`config.mk`:
```
export PLATFORM = sky130hd
export DESIGN_NAME = bomb_ctrl
export DESIGN_NICKNAME = d
export VERILOG_FILES = /design/src/rtl/bomb_pkg.sv /design/src/rtl/frame_timer.sv /design/src/rtl/bomb_ctrl.sv
export SDC_FILE = /design/constraint.sdc
export NUM_CORES = 1
export LEC_CHECK = 0
export ABC_AREA = 1
export CAP_MARGIN = 20
export CELL_PAD_IN_SITES_DETAIL_PLACEMENT = 1
export CELL_PAD_IN_SITES_GLOBAL_PLACEMENT = 1
export CORE_MARGIN = 10
export CORE_UTILIZATION = 33
export DETAILED_ROUTE_END_ITERATION = 8
export PLACE_DENSITY = 0.87
export REMOVE_ABC_BUFFERS = 1
export SKIP_LAST_GASP = 1
export SLEW_MARGIN = 20
export SYNTH_ARGS = -nofsm -noshare
export SYNTH_HDL_FRONTEND = slang
export SYNTH_HIERARCHICAL = 1
export SYNTH_SLANG_ARGS = --single-unit
```
`constraint.sdc`:
```
create_clock -name frame_clk -period 2.45 [get_ports frame_clk]
set_input_delay 0.49 -clock frame_clk [delete_from_list [all_inputs] [get_ports frame_clk]]
set_output_delay 0.49 -clock frame_clk [all_outputs]
set_load 0.03 [all_outputs]
```
`src/rtl/bomb_pkg.sv`:
```
// Shared types and constants for the bomb controller: state encoding, screen
// limits, default timing/geometry, and the clamped blast-origin helper.
package bomb_pkg;

  typedef enum logic [1:0] {IDLE, ARMED, EXPLODE, COOLDOWN} bomb_state_e;

  localparam int SCREEN_X_MAX = 639;
  localparam int SCREEN_Y_MAX = 479;

  localparam int DEF_FUSE_FRAMES  = 120;
  localparam int DEF_BLAST_FRAMES = 30;
  localparam int DEF_COOL_FRAMES  = 30;
  localparam int DEF_GRID         = 16;
  localparam int DEF_BLAST_S      = 48;

  // Centre the blast square on the grid cell, clamped into [0, lim].
  function automatic logic [9:0] blast_origin(input logic [9:0] place,
                                              input int off, input int lim);
    int p;
    p = int'(place);
    if (p < off)            return '0;
    else if (p - off > lim) return 10'(lim);
    else                    return 10'(p - off);
  endfunction

endpackage

```
`src/rtl/frame_timer.sv`:
```
// Loadable frame down-counter; holds at zero until reloaded.
module frame_timer #(
  parameter int W = 8
) (
  input  logic         frame_clk,
  input  logic         Reset,
  input  logic         load,
  input  logic [W-1:0] load_val,
  input  logic         en,
  output logic         zero
);

  logic [W-1:0] cnt;

  always_ff @(posedge frame_clk or posedge Reset) begin
    if (Reset)                  cnt <= '0;
    else if (load)              cnt <= load_val;
    else if (en && cnt != '0)   cnt <= cnt - W'(1);
  end

  assign zero = (cnt == '0);

endmodule

```
`src/rtl/bomb_ctrl.sv`:
```
// Bomb lifecycle controller: edge-triggered drop, fuse, blast, cooldown,
// with chain detonation and a screen-clamped blast square.
module bomb_ctrl
  import bomb_pkg::*;
#(
  parameter int FUSE_FRAMES  = DEF_FUSE_FRAMES,
  parameter int BLAST_FRAMES = DEF_BLAST_FRAMES,
  parameter int COOL_FRAMES  = DEF_COOL_FRAMES,
  parameter int GRID         = DEF_GRID,
  parameter int BLAST_S      = DEF_BLAST_S
) (
  input  logic       Reset,
  input  logic       frame_clk,
  input  logic       bomb_drop,
  input  logic [9:0] userX,
  input  logic [9:0] userY,
  input  logic       chain_in,
  output logic       bomb_ack,
  output logic [9:0] bombX,
  output logic [9:0] bombY,
  output logic [9:0] bombS,
  output logic       armed,
  output logic       exploding
);

  localparam int         OFF   = (BLAST_S - GRID) / 2;
  localparam int         X_LIM = SCREEN_X_MAX - BLAST_S;
  localparam int         Y_LIM = SCREEN_Y_MAX - BLAST_S;
  localparam logic [9:0] SNAP  = ~10'(GRID - 1);

  bomb_state_e state, nxt;
  logic        drop_q;
  logic [9:0]  place_x, place_y;
  logic        accept, load, zero;
  logic [7:0]  load_val;

  always_comb begin
    nxt      = state;
    load     = 1'b0;
    load_val = '0;
    accept   = (state == IDLE) && bomb_drop && !drop_q;
    case (state)
      IDLE: if (accept) begin
        nxt = ARMED; load = 1'b1; load_val = 8'(FUSE_FRAMES - 1);
      end
      ARMED: if (chain_in || zero) begin
        nxt = EXPLODE; load = 1'b1; load_val = 8'(BLAST_FRAMES - 1);
      end
      EXPLODE: if (zero) begin
        nxt = COOLDOWN; load = 1'b1; load_val = 8'(COOL_FRAMES - 1);
      end
      COOLDOWN: if (zero) begin
        nxt = IDLE; load = 1'b1;
      end
      default: nxt = IDLE;
    endcase
  end

  // drop_q resets high so a drop already held at reset must be re-pressed.
  always_ff @(posedge frame_clk or posedge Reset) begin
    if (Reset) begin
      state   <= IDLE;
      drop_q  <= 1'b1;
      place_x <= '0;
      place_y <= '0;
    end else begin
      state  <= nxt;
      drop_q <= bomb_drop;
      if (accept) begin
        place_x <= userX & SNAP;
        place_y <= userY & SNAP;
      end
    end
  end

  frame_timer #(.W(8)) u_timer (
    .frame_clk (frame_clk),
    .Reset     (Reset),
    .load      (load),
    .load_val  (load_val),
    .en        (state != IDLE),
    .zero      (zero)
  );

  assign bomb_ack  = accept;
  assign armed     = (state == ARMED);
  assign exploding = (state == EXPLODE);
  assign bombS     = exploding ? 10'(BLAST_S) : '0;
  assign bombX     = armed ? place_x :
                     exploding ? blast_origin(place_x, OFF, X_LIM) : '0;
  assign bombY     = armed ? place_y :
                     exploding ? blast_origin(place_y, OFF, Y_LIM) : '0;

endmodule

```
==> reports/qor.txt, run 1 <==
outcome: completed
CP endpoint kind: output port
area leader, netlist: dfrtp_1
Hold WC Path Type: input pin to async pin
pre-CTS setup slack: 0.268 ns
relative slew slack: 60.1%
DRC: 0
worst slew pin tran: 0.598 ns
CTS tree: yes
ratio of cells with drive above 1 in the final layout: 24.1%
Vias: 1877
antenna violations before repair: 0
Critical-path top delay cell: dfrtp_1
Final Wtd Congestion: 0.845
All-Layer GR Usage: 11.3%
Primary FF master, synth: dfrtp_1
most frequent cell after synthesis: nand2_1
top cell type's share of synthesized area: 28.3%
wire length of the first global-routing pass: 9280 um
worst IR drop on VDD: 588 uV
critical path class: register to output port
fin crit period: 2.32 ns
Antenna Nets Post-Route: 0
max-cap violations: 0
Area contributors post-synth: dfrtp_1, nand2_1, buf_4
core footprint: 5610 um^2
Hold WS: 0.509 ns
Clk pin slew, worst setup/hold paths: 0.09 ns
Distinct cells, synth: 30
DR iter-0 viols: 73
Rows: 27
Final Skew: 0.00789 ns
WL per Instance: 14.2 um
Synth Instances: 283
CP max FO: 5
height of the chip: 96.8 um
Syn-to-layout area delta: 24.6%
biggest cell delay along the critical path: 0.39 ns
diode count: 0
Startpoint Class: register
Final Setup Violations: 0
Fillers: 730
GRT overflow: 0
Netlist Area Pre-Place: 1940 um^2
critical path cell sequence: inv_1, ha_2, buf_4, nor2_4, nand2_2, o22ai_1, inv_1, nand2_1, buf_4
Fin. Hold Viols: 0
I/O pin total: 57
Sink Count: 23
Starting Density: 34.7%
Ys Warns: 6
power per standard cell area: 1590 nW/um^2
largest net degree at the start of global routing: 25
PnR worst setup slack: 0.131 ns
leakage power: 1.23 nW
CTS root buf: clkbuf_8
Post-synth EDFFs: 0
total die area: 9360 um^2
vias in the first global route: 1961
Async SR Flop Fraction: 100%
fin crit share: 94.7%
Worst Path Arrival: 1.83 ns
multi-input logic area: 1140 um^2
CP required: 1.96 ns
flop2flop setup slack: 0.28 ns
Reg area: 578 um^2
clock insertion delay at the later pin of the skew report: 0.27 ns
Clock Path Buffers: 2
#FFs+latches synth: 23
PortBufs: 40
cell count of the worst reg-to-reg path: 12
final wirelength: 5630 um
RR Startpoint: u_timer/cnt[1]
die width: 96.8 um
DR pass1 iterations: 5
r2r endpoint: u_timer/cnt[5]
DR vias/cell: 4.75
placed wire-length estimate: 4510 um
top cells by count, synth: nand2_1, inv_1, dfrtp_1, nand3_1, nor2_1
CTS Buf Count: 3
Util after Layout: 43.2%
fin nets: 357
hold-fix buffers at CTS: 0
H-tree depth: 1
average size of a mapped cell: 6.87 um^2
Pins Over Slew Limit: 0
register area share after synthesis: 29.7%
Fmax: 431 MHz
metrics by stage:
step	instance area [um^2]	total power [W]	setup TNS (ns)	cells
floorplan	1820	0.00263	-5.65	270
global placement	2330	0.00341	0	390
detailed placement	2330	0.00354	0	390
CTS	2380	0.00379	0	394
global route	2420	0.00422	-0.00337	395
finish	2420	0.00386	0	395
power breakdown:
group          internal, W  switching [W]
clock             0.000114       0.000128
sequential        0.000574       0.000210
combinational      0.00102        0.00181
metal layers:
layer  vias up  global-route usage, %  part of all wire (%)
met3         2                   2.13                   3.5
li1        946                      -                     -
met1       893                   12.7                    43
met5         -                      0                     0
met4         0                   1.69                  0.27
met2        36                   21.5                    54
what timing repair did:
item                                    CTS  global route
endpoints found under the setup margin   10            18
setup buffers                             0             1
gates resized for setup                   5            11
pin swaps                                 0             0
cell families (layout without fill, tap and decap cells):
group	Yosys count	after routing	share of synthesized area [%]
xor+xnor	4	4	1.80
simple gates	152	152	36.8
fa+ha+maj	9	9	5.79
compound gates	34	34	10.4
flops	23	23	29.7
other cells	1	9	0.193
buf+inv	60	92	15.3
layout make-up:
class                   count  share of cell area, %
multi-input cells         208                   47.2
flip-flops and latches     23                   23.9
repair buffers             49                   17.2
inverters                  39                   6.04
well taps                  72                   3.72
clock buffers               3                   1.70
clock inverters             1                  0.207
worst max-delay path by stage:
stage / from / endpoint / slack [ns] / cells after the start
finish: state[1] / bombY[5] / 0.13 / 9
global route: state[0] / bombX[8] / -0.003 / 9
CTS: place_x[4] / bombX[4] / 0.04 / 10
detailed placement: state[1] / bombX[3] / 0.27 / 9
global placement: state[1] / bombX[3] / 0.32 / 9
floorplan: state[0] / bombX[0] / -0.60 / 8
critical path: cells and delay by family, from the launching register on:
kind	cells	cell delay, ns
buffers and inverters	4	0.49
DFF	1	0.39
and+or+nand+nor	3	0.32
adders and majority gates	1	0.20
AOI/OAI and AO/OA	1	0.17
sequential cells by signal (all words and copies together) (netlist names):
name / cells
place_x: 6
place_y: 6
drop_q: 1
u_timer/cnt: 8
state: 2
placed cells by master, fill, tap and decap left out, types with 3 or more instances in the layout:
| cell | synthesis | routed |
|---|---|---|
| o21ai_2 | 4 | 4 |
| ha_1 | 9 | 6 |
| nand2_2 | 6 | 8 |
| nor2_4 | 4 | 5 |
| nor2_1 | 21 | 20 |
| a21oi_1 | 5 | 5 |
| o21ai_0 | 19 | 19 |
| nor3_1 | 3 | 3 |
| dfrtp_1 | 22 | 21 |
| clkbuf_8 | 0 | 3 |
| nand3_1 | 21 | 21 |
| o22ai_1 | 3 | 3 |
| inv_2 | 6 | 9 |
| nand3_2 | 5 | 5 |
| nand2_1 | 83 | 81 |
| inv_1 | 33 | 30 |
| conb_1 | 1 | 9 |
| clkdlybuf4s50_1 | 0 | 19 |
| buf_4 | 19 | 28 |
Power figures use the tool's default switching activity.
==> run 2: changes to the inputs <==
--- a/config.mk
+++ b/config.mk
@@ -10,9 +10,9 @@
 export CELL_PAD_IN_SITES_DETAIL_PLACEMENT = 1
 export CELL_PAD_IN_SITES_GLOBAL_PLACEMENT = 1
 export CORE_MARGIN = 10
-export CORE_UTILIZATION = 33
+export CORE_UTILIZATION = 25
 export DETAILED_ROUTE_END_ITERATION = 8
-export PLACE_DENSITY = 0.87
+export PLACE_DENSITY = 0.68
 export REMOVE_ABC_BUFFERS = 1
 export SKIP_LAST_GASP = 1
 export SLEW_MARGIN = 20
==> run 2 against run 1 <==
Register-to-register slack better by 0.03 ns. Clock power grew 5%. Combinational power decreased by 3%. Largest cell class unchanged. Global-route usage is 2.0 points lower. Critical endpoint is now exploding.
==> reports/qor.txt, run 2 (synthesis results as in run 1) <==
CP required: 1.96 ns
GRT overflow: 0
Worst Path Arrival: 1.81 ns
fin nets: 356
DRC: 0
clock insertion delay at the later pin of the skew report: 0.27 ns
CTS root buf: clkbuf_8
critical path class: register to output port
Largest Register: u_timer/cnt
max reg flops: 8
hold-fix buffers at CTS: 0
fin area: 2440 um^2
r2r endpoint: u_timer/cnt[1]
All-Layer GR Usage: 9.26%
Antenna Nets Post-Route: 0
outcome: completed
max-cap violations: 0
Fillers: 972
Syn-to-layout area delta: 25.4%
Largest regs: u_timer/cnt x8, place_x x6, place_y x6
Final Wtd Congestion: 0.796
Clock Path Buffers: 2
die width: 108 um
Final Setup Violations: 0
Cell Area, Placed: 2350 um^2
CP max FO: 6
largest net degree at the start of global routing: 25
DR iter-0 viols: 41
commonest cells after routing, fill and taps aside: nand2_1, inv_1, buf_4
Sink Count: 23
commonest non-fill, non-tap cell in the layout: nand2_1
ratio of cells with drive above 1 in the final layout: 23.3%
fin crit period: 2.30 ns
RSZ-0062 raised after global routing: false
RR Startpoint: u_timer/cnt[1]
core footprint: 7650 um^2
Pins Over Slew Limit: 0
placed wire-length estimate: 4530 um
PortBufs: 40
Fmax: 435 MHz
vias in the first global route: 1914
total power: 0.00377 W
flop2flop setup slack: 0.31 ns
Hold WC Path Type: input pin to async pin
I/O pin total: 57
cell count of the worst reg-to-reg path: 13
Final Skew: 0.00998 ns
Fin. Hold Viols: 0
CTS Buf Count: 3
WL per Instance: 12.6 um
CTS tree: yes
H-tree depth: 1
antenna violations before repair: 0
diode count: 0
CP endpoint kind: output port
fin crit share: 93.9%
height of the chip: 108 um
Rows: 32
final wirelength: 5350 um
worst IR drop on VDD: 317 uV
power per standard cell area: 1550 nW/um^2
total die area: 11700 um^2
DR vias/cell: 4.37
Vias: 1851
worst slew pin tran: 0.591 ns
wire length of the first global-routing pass: 9090 um
Clk pin slew, worst setup/hold paths: 0.10 ns
Starting Density: 25.4%
DR pass1 iterations: 4
relative slew slack: 60.6%
leakage power: 1.24 nW
Startpoint Class: register
-- run 2: cell types whose count changed in the layout (fill, tap and decap cells not counted), sizes merged --
| cell | change |
|---|---|
| dlygate4sd2 | -2 |
| dlymetal6s2s | +1 |
-- run 2: worst max path at each step --
stage               startpoint              to  slack [ns]  cells past startpoint
finish                state[0]       exploding        0.15                      4
global route        place_y[4]        bombY[4]       0.006                      9
CTS                   state[1]        bombY[9]       0.004                      5
detailed placement    chain_in  u_timer/cnt[4]        0.26                     10
global placement      chain_in  u_timer/cnt[0]        0.32                     10
floorplan             state[0]        bombX[0]       -0.60                      8
-- run 2: timing repair --
item	CTS	global route
pin swaps	0	0
buffers inserted	0	2
endpoints found under the setup margin	1	23
resized for setup	1	9
gates cloned	0	0
-- run 2: worst max-delay path, cell delays in order, from the launching register on --
cell	delay [ns]
dfrtp_1	0.41
inv_1	0.11
ha_1	0.20
buf_4	0.16
clkdlybuf4s50_1	0.67
-- run 2: layout make-up --
type | instances | area (um^2) | share of cell area, %
inverters | 39 | 146 | 6.00
repair buffers | 48 | 413 | 16.9
well taps | 102 | 128 | 5.23
multi-input cells | 208 | 1130 | 46.2
flip-flops and latches | 23 | 578 | 23.7
clock inverters | 1 | 5.00 | 0.205
clock buffers | 3 | 41.3 | 1.69
-- run 2: routing by layer --
metal	GRT usage [%]	vias up	routed length, um
li1	-	943	-
met5	0	-	0
met1	10.6	880	2220
met2	17.2	26	2860
met3	1.84	2	244
met4	2.00	0	20
-- run 2: power by group --
group          switching, W  leakage (nW)  internal [W]
logic               0.00174         0.947       0.00100
registers          0.000201         0.270      0.000573
clock network      0.000139        0.0255      0.000114
total               0.00208          1.24       0.00169
-- run 2: stage by stage --
| stage | setup TNS, ns | instances | hold WS (ns) | setup slack (ns) | utilization (%) |
|---|---|---|---|---|---|
| floorplan | -5.65 | 270 | 0.306 | -0.599 | - |
| global placement | 0 | 418 | 0.564 | 0.324 | 30.7 |
| detailed placement | 0 | 418 | 0.571 | 0.260 | 30.7 |
| CTS | 0 | 422 | 0.507 | 0.00379 | 31.3 |
| global route | 0 | 424 | 0.515 | 0.00641 | 31.9 |
| finish | 0 | 424 | 0.485 | 0.151 | 31.9 |
